==> config.mk <==
export PLATFORM = sky130hd
export DESIGN_NAME = ibex_rvfi_replay
export DESIGN_NICKNAME = d
export VERILOG_FILES = /design/src/rtl/ibex_rvfi_replay.sv
export SDC_FILE = /design/constraint.sdc
export NUM_CORES = 2
export LEC_CHECK = 0
export CAP_MARGIN = 20
export CELL_PAD_IN_SITES_DETAIL_PLACEMENT = 1
export CELL_PAD_IN_SITES_GLOBAL_PLACEMENT = 1
export CORE_ASPECT_RATIO = 2
export CORE_MARGIN = 2
export CORE_UTILIZATION = 47
export DETAILED_ROUTE_END_ITERATION = 8
export HOLD_SLACK_MARGIN = 0.06
export PLACE_DENSITY_LB_ADDON = 0.1
export SLEW_MARGIN = 25
export SYNTH_ARGS = -nofsm -noshare
export SYNTH_HDL_FRONTEND = slang
export SYNTH_SLANG_ARGS = --single-unit
==> constraint.sdc <==
create_clock -name clk_i -period 14.3 [get_ports clk_i]
set_clock_uncertainty 0.15 [all_clocks]
set_input_delay 2.145 -clock clk_i [delete_from_list [all_inputs] [get_ports clk_i]]
set_output_delay 2.145 -clock clk_i [all_outputs]
set_load 0.01 [all_outputs]
==> src/rtl/ibex_rvfi_replay.sv <==
// RVFI retirement producer: buffers packed retirement records and replays them
// onto the RVFI signals with one rvfi_valid pulse per record.
module ibex_rvfi_replay #(
    parameter int unsigned Depth     = 4,
    parameter logic [63:0] OrderInit = 64'h0
) (
    input  logic                     clk_i,
    input  logic                     rst_ni,
    input  logic                     rec_valid_i,
    output logic                     rec_ready_o,
    input  logic [313:0]             rec_i,
    input  logic                     enable_i,
    input  logic                     flush_i,
    input  logic [3:0]               gap_i,
    output logic [$clog2(Depth):0]   count_o,
    output logic                     halted_o,
    output logic                     rvfi_valid,
    output logic [63:0]              rvfi_order,
    output logic [31:0]              rvfi_insn,
    output logic                     rvfi_trap,
    output logic                     rvfi_halt,
    output logic                     rvfi_intr,
    output logic [1:0]               rvfi_mode,
    output logic [1:0]               rvfi_ixl,
    output logic [4:0]               rvfi_rs1_addr,
    output logic [4:0]               rvfi_rs2_addr,
    output logic [4:0]               rvfi_rs3_addr,
    output logic [31:0]              rvfi_rs1_rdata,
    output logic [31:0]              rvfi_rs2_rdata,
    output logic [31:0]              rvfi_rs3_rdata,
    output logic [4:0]               rvfi_rd_addr,
    output logic [31:0]              rvfi_rd_wdata,
    output logic [31:0]              rvfi_pc_rdata,
    output logic [31:0]              rvfi_pc_wdata,
    output logic [31:0]              rvfi_mem_addr,
    output logic [3:0]               rvfi_mem_rmask,
    output logic [3:0]               rvfi_mem_wmask,
    output logic [31:0]              rvfi_mem_rdata,
    output logic [31:0]              rvfi_mem_wdata
);

    localparam int unsigned AW = $clog2(Depth);

    typedef enum logic [1:0] {
        IDLE  = 2'b00,
        ISSUE = 2'b01,
        GAP   = 2'b10
    } state_e;

    state_e         state_r, state_s;
    logic [3:0]     gap_cnt_r;
    logic           halted_r;
    logic [AW:0]    wr_ptr_r, rd_ptr_r;
    logic [AW:0]    count_s;
    logic           full_s, empty_s, push_s, pop_s, can_issue_s;
    logic [313:0]   head_s;
    logic [63:0]    order_next_r;
    logic [313:0]   mem_r [Depth];

    assign count_s     = wr_ptr_r - rd_ptr_r;
    assign full_s      = (count_s == (AW+1)'(Depth));
    assign empty_s     = (count_s == {(AW+1){1'b0}});
    assign rec_ready_o = !full_s && !flush_i;
    assign push_s      = rec_valid_i && rec_ready_o;
    assign head_s      = mem_r[rd_ptr_r[AW-1:0]];
    assign can_issue_s = enable_i && !empty_s && !halted_r && !flush_i;
    assign count_o     = count_s;
    assign halted_o    = halted_r;

    // Issue sequencing: ISSUE and the last GAP cycle may pop directly so no extra idle cycle is inserted.
    always_comb begin
        state_s = state_r;
        pop_s   = 1'b0;
        case (state_r)
            IDLE: begin
                if (can_issue_s) begin
                    pop_s   = 1'b1;
                    state_s = ISSUE;
                end else begin
                    state_s = IDLE;
                end
            end
            ISSUE: begin
                if (gap_i != 4'd0) begin
                    state_s = GAP;
                end else if (can_issue_s) begin
                    pop_s   = 1'b1;
                    state_s = ISSUE;
                end else begin
                    state_s = IDLE;
                end
            end
            GAP: begin
                if (gap_cnt_r > 4'd1) begin
                    state_s = GAP;
                end else if (can_issue_s) begin
                    pop_s   = 1'b1;
                    state_s = ISSUE;
                end else begin
                    state_s = IDLE;
                end
            end
            default: begin
                state_s = IDLE;
            end
        endcase
        if (flush_i) begin
            state_s = IDLE;
        end else begin
            state_s = state_s;
        end
    end

    // FSM, gap counter, FIFO pointers and sticky halt flag.
    always_ff @(posedge clk_i) begin
        if (!rst_ni) begin
            state_r   <= IDLE;
            gap_cnt_r <= 4'd0;
            halted_r  <= 1'b0;
            wr_ptr_r  <= {(AW+1){1'b0}};
            rd_ptr_r  <= {(AW+1){1'b0}};
        end else begin
            state_r <= state_s;
            if (state_r == ISSUE) begin
                gap_cnt_r <= gap_i;
            end else if (state_r == GAP && gap_cnt_r != 4'd0) begin
                gap_cnt_r <= gap_cnt_r - 4'd1;
            end else begin
                gap_cnt_r <= gap_cnt_r;
            end
            if (flush_i) begin
                wr_ptr_r <= {(AW+1){1'b0}};
                rd_ptr_r <= {(AW+1){1'b0}};
                halted_r <= 1'b0;
            end else begin
                if (push_s) begin
                    wr_ptr_r <= wr_ptr_r + (AW+1)'(1);
                end
                if (pop_s) begin
                    rd_ptr_r <= rd_ptr_r + (AW+1)'(1);
                    // Set at pop so a halting record can never be followed back-to-back.
                    if (head_s[313]) begin
                        halted_r <= 1'b1;
                    end
                end
            end
        end
    end

    // Record storage; contents are don't-care until written.
    always_ff @(posedge clk_i) begin
        if (push_s) begin
            mem_r[wr_ptr_r[AW-1:0]] <= rec_i;
        end
    end

    // RVFI output registers, loaded from the FIFO head on each pop.
    always_ff @(posedge clk_i) begin
        if (!rst_ni) begin
            rvfi_valid     <= 1'b0;
            rvfi_order     <= OrderInit;
            order_next_r   <= OrderInit;
            rvfi_insn      <= 32'd0;
            rvfi_trap      <= 1'b0;
            rvfi_halt      <= 1'b0;
            rvfi_intr      <= 1'b0;
            rvfi_mode      <= 2'b00;
            rvfi_ixl       <= 2'b00;
            rvfi_rs1_addr  <= 5'd0;
            rvfi_rs2_addr  <= 5'd0;
            rvfi_rs3_addr  <= 5'd0;
            rvfi_rs1_rdata <= 32'd0;
            rvfi_rs2_rdata <= 32'd0;
            rvfi_rs3_rdata <= 32'd0;
            rvfi_rd_addr   <= 5'd0;
            rvfi_rd_wdata  <= 32'd0;
            rvfi_pc_rdata  <= 32'd0;
            rvfi_pc_wdata  <= 32'd0;
            rvfi_mem_addr  <= 32'd0;
            rvfi_mem_rmask <= 4'd0;
            rvfi_mem_wmask <= 4'd0;
            rvfi_mem_rdata <= 32'd0;
            rvfi_mem_wdata <= 32'd0;
        end else begin
            rvfi_valid <= (state_s == ISSUE);
            if (pop_s) begin
                rvfi_order     <= order_next_r;
                order_next_r   <= order_next_r + 64'd1;
                rvfi_insn      <= head_s[31:0];
                rvfi_pc_rdata  <= head_s[63:32];
                rvfi_pc_wdata  <= head_s[95:64];
                rvfi_rd_wdata  <= (head_s[292:288] == 5'd0) ? 32'd0 : head_s[127:96];
                rvfi_rs1_rdata <= head_s[159:128];
                rvfi_rs2_rdata <= head_s[191:160];
                rvfi_mem_addr  <= head_s[223:192];
                rvfi_mem_rdata <= head_s[255:224];
                rvfi_mem_wdata <= head_s[287:256];
                rvfi_rd_addr   <= head_s[292:288];
                rvfi_rs1_addr  <= head_s[297:293];
                rvfi_rs2_addr  <= head_s[302:298];
                rvfi_mem_rmask <= head_s[306:303];
                rvfi_mem_wmask <= head_s[310:307];
                rvfi_trap      <= head_s[311];
                rvfi_intr      <= head_s[312];
                rvfi_halt      <= head_s[313];
                rvfi_mode      <= 2'b11;
                rvfi_ixl       <= 2'b01;
                rvfi_rs3_addr  <= 5'd0;
                rvfi_rs3_rdata <= 32'd0;
            end
        end
    end

endmodule

==> impl_metrics.toml <==
[layout]
multi_input_area_sq_mm = 0.0143
syn2layout_area_growth_pct = 22.3
drive_gt1_share_pct = 13.4
nets = 4774
largest_reg_flops = 1256
instances_no_fill = 6292
seq_area_sq_mm = 0.0469
fillers = 12000

[clocking]
clkSinkCount = 1715
clkSlewWorstSetupHoldPaths_ns = 0.06
cts_tree = "built"
post_cts_resized = 0
clockRootBuffer = "clkbuf_16"
cts.hold.buffers_added = 0
clock_latency_ns = 0.78
post_cts_buffers = 0
h-tree-depth = 4
cts_buffers = 150
clk_path_buf_depth = 3

[synth]
synth_most_common_cell = "edfxtp_1"
ys.flop_type = "edfxtp_1"
synth.top_cell.area_share_pct = 60.6
async_reset_ff_share_pct = 0
ys_top_cells_by_count = "edfxtp_1 (1256), nand2_1 (728), dfxtp_1 (459)"
ys_types = 56
ys_top_cells_by_area = "edfxtp_1 (61%), dfxtp_1 (15%), mux4_2 (11%), nand2_1 (4.4%), a21oi_1 (3.1%)"
avgSynthCellArea_sq_um = 16.6
syn_area_sq_mm = 0.0622
seq_area_frac_synth_pct = 75.4
synth_edf_count = 1256
syn_inst = 3751
yosysWarningCount = 0
post-synth-top-area-cell = "edfxtp_1"
synth_seq_cells = 1715

[critical_path]
worstPathArrival_ns = 3.35
cp_max_fo = 4
critPathRequiredTime_ns = 12.01
crit_type = "in -> out"
crit_path_end_kind = "output pin"
start_kind = "input pin"

[run]
cap_violations = 0

[drt]
drtIter0Drc = 2100
wl_per_cell_um = 25.8
ant_nets = 0
avgViaCountPerCell = 5.59
drc = 0
dr.pass1.iters = 5
vias = 35100
routed_wl_um = 163000

[floorplan]
die-area_sq_mm = 0.136
die_h_um = 519
ioPinCount = 748
die_x_um = 261
coreArea_sq_mm = 0.131
fp-row-count = 188
start_util_pct = 47.4

[worst_hold_path]
hold_path.class = "reg -> reg"

[grt]
antenna_found_initial = 48
grt_max_degree = 177
gr-total-overflow = 0
grt_pass1_wl_um = 241000
grt_use_total_pct = 24.0
grt_pass1_vias = 37400

[sta]
hold_violations = 0
slew-limit-headroom_pct = 29.1
fmax_mhz = 177
max_slew.worst_pin.slew_ns = 1.06
holdWs_ns = 0.304
maxSlewViolCount = 0
period_share_pct = 39.5
timing.final.ws_setup_ns = 8.65
grt_setup_unrepaired = "false"
setup_tns_ns = 0
min_period_ns = 5.65
setup_viol = 0

[placed_design]
post-place-ws_ns = 7.97
dpl.cell_count = 5996
dp_hpwl_um = 100000
io_buffers = 709
gp_congestion = 0.801

[power]
power_leakage_nw = 23.6
ir_drop_mv = 0.133
p_total_mw = 9.94
powerDensity_mw_per_mm2 = 131

[run_status]
status = "finished, final reports clean"
-- cell families (layout without fill, tap and decap cells) --
| kind of cell | count (synthesis) | count (layout) | synth area share [%] |
|---|---|---|---|
| AND/OR/NAND/NOR | 928 | 928 | 6.33 |
| adder cells (fa/ha/maj) | 11 | 11 | 0.233 |
| XOR/XNOR | 25 | 25 | 0.376 |
| other | 1 | 51 | 0.00602 |
| flip-flops | 1715 | 1715 | 75.4 |
| buffers and inverters | 269 | 1050 | 1.99 |
| AO/OA/AOI/OAI | 487 | 487 | 4.33 |
| multiplexers | 315 | 315 | 11.4 |
-- report_power, final --
group          internal, mW  leakage [nW]  total [mW]  switching (mW)
sequential             5.40          15.1        5.42          0.0212
clock                  2.33          2.49        4.18            1.84
combinational         0.160          5.95       0.340           0.179
-- layer usage --
metal	vias to the layer above	global-route usage [%]	part of all wire, %	wire length (um)
met4	74	6.50	2.0	3230
met5	-	0	0.32	517
li1	15600	-	-	-
met3	253	8.56	9.1	14800
met1	18200	29.5	39	62900
met2	1010	40.1	50	81100
-- path summary, 6_finish.rpt --
kind / end / depth (start not counted) / from / slack [ns]
max: rec_ready_o / 3 / flush_i / 8.65
max reg2reg: mem_r[0][38]$_DFFE_PP_ / 9 / wr_ptr_r[0]$_SDFFE_PP0P_ / 9.29
min: rvfi_mem_addr[11]$_SDFFE_PN0P_ / 2 / rvfi_mem_addr[11]$_SDFFE_PN0P_ / 0.30
min reg2reg: rvfi_mem_addr[11]$_SDFFE_PN0P_ / 2 / rvfi_mem_addr[11]$_SDFFE_PN0P_ / 0.30
-- critical path, cell delays in order --
cell and delay [ns]:
clkdlybuf4s50_1 0.48, a31oi_1 0.18, clkdlybuf4s50_1 0.55
-- per-stage QoR --
step,utilization [%],area (sq um)
6_report,58.0,76100
3_3_place_gp,54.0,70900
4_1_cts,57.9,76000
3_5_place_dp,54.0,70900
2_1_floorplan,-,62400
5_1_grt,58.0,76100
-- layout make-up --
cell class              instances  share of cell area, %
inverters                      14                 0.0789
diodes                         13                 0.0427
multi-input cells            1804                   18.8
repair buffers                755                   9.97
clock buffers                 212                   5.67
clock inverters                69                   1.05
well taps                    1710                   2.81
flip-flops and latches       1715                   61.6
-- placed cells by master, fill, tap and decap left out, drive strengths merged, types with 38 or more instances in the layout --
master	n
clkdlybuf4s50	709
nor2	45
clkinv	45
edfxtp	1256
mux4	314
a21oi	391
clkbuf	212
conb	38
buf	46
dfxtp	459
nand2	728
Note: power is estimated with default switching activity, not from simulation.
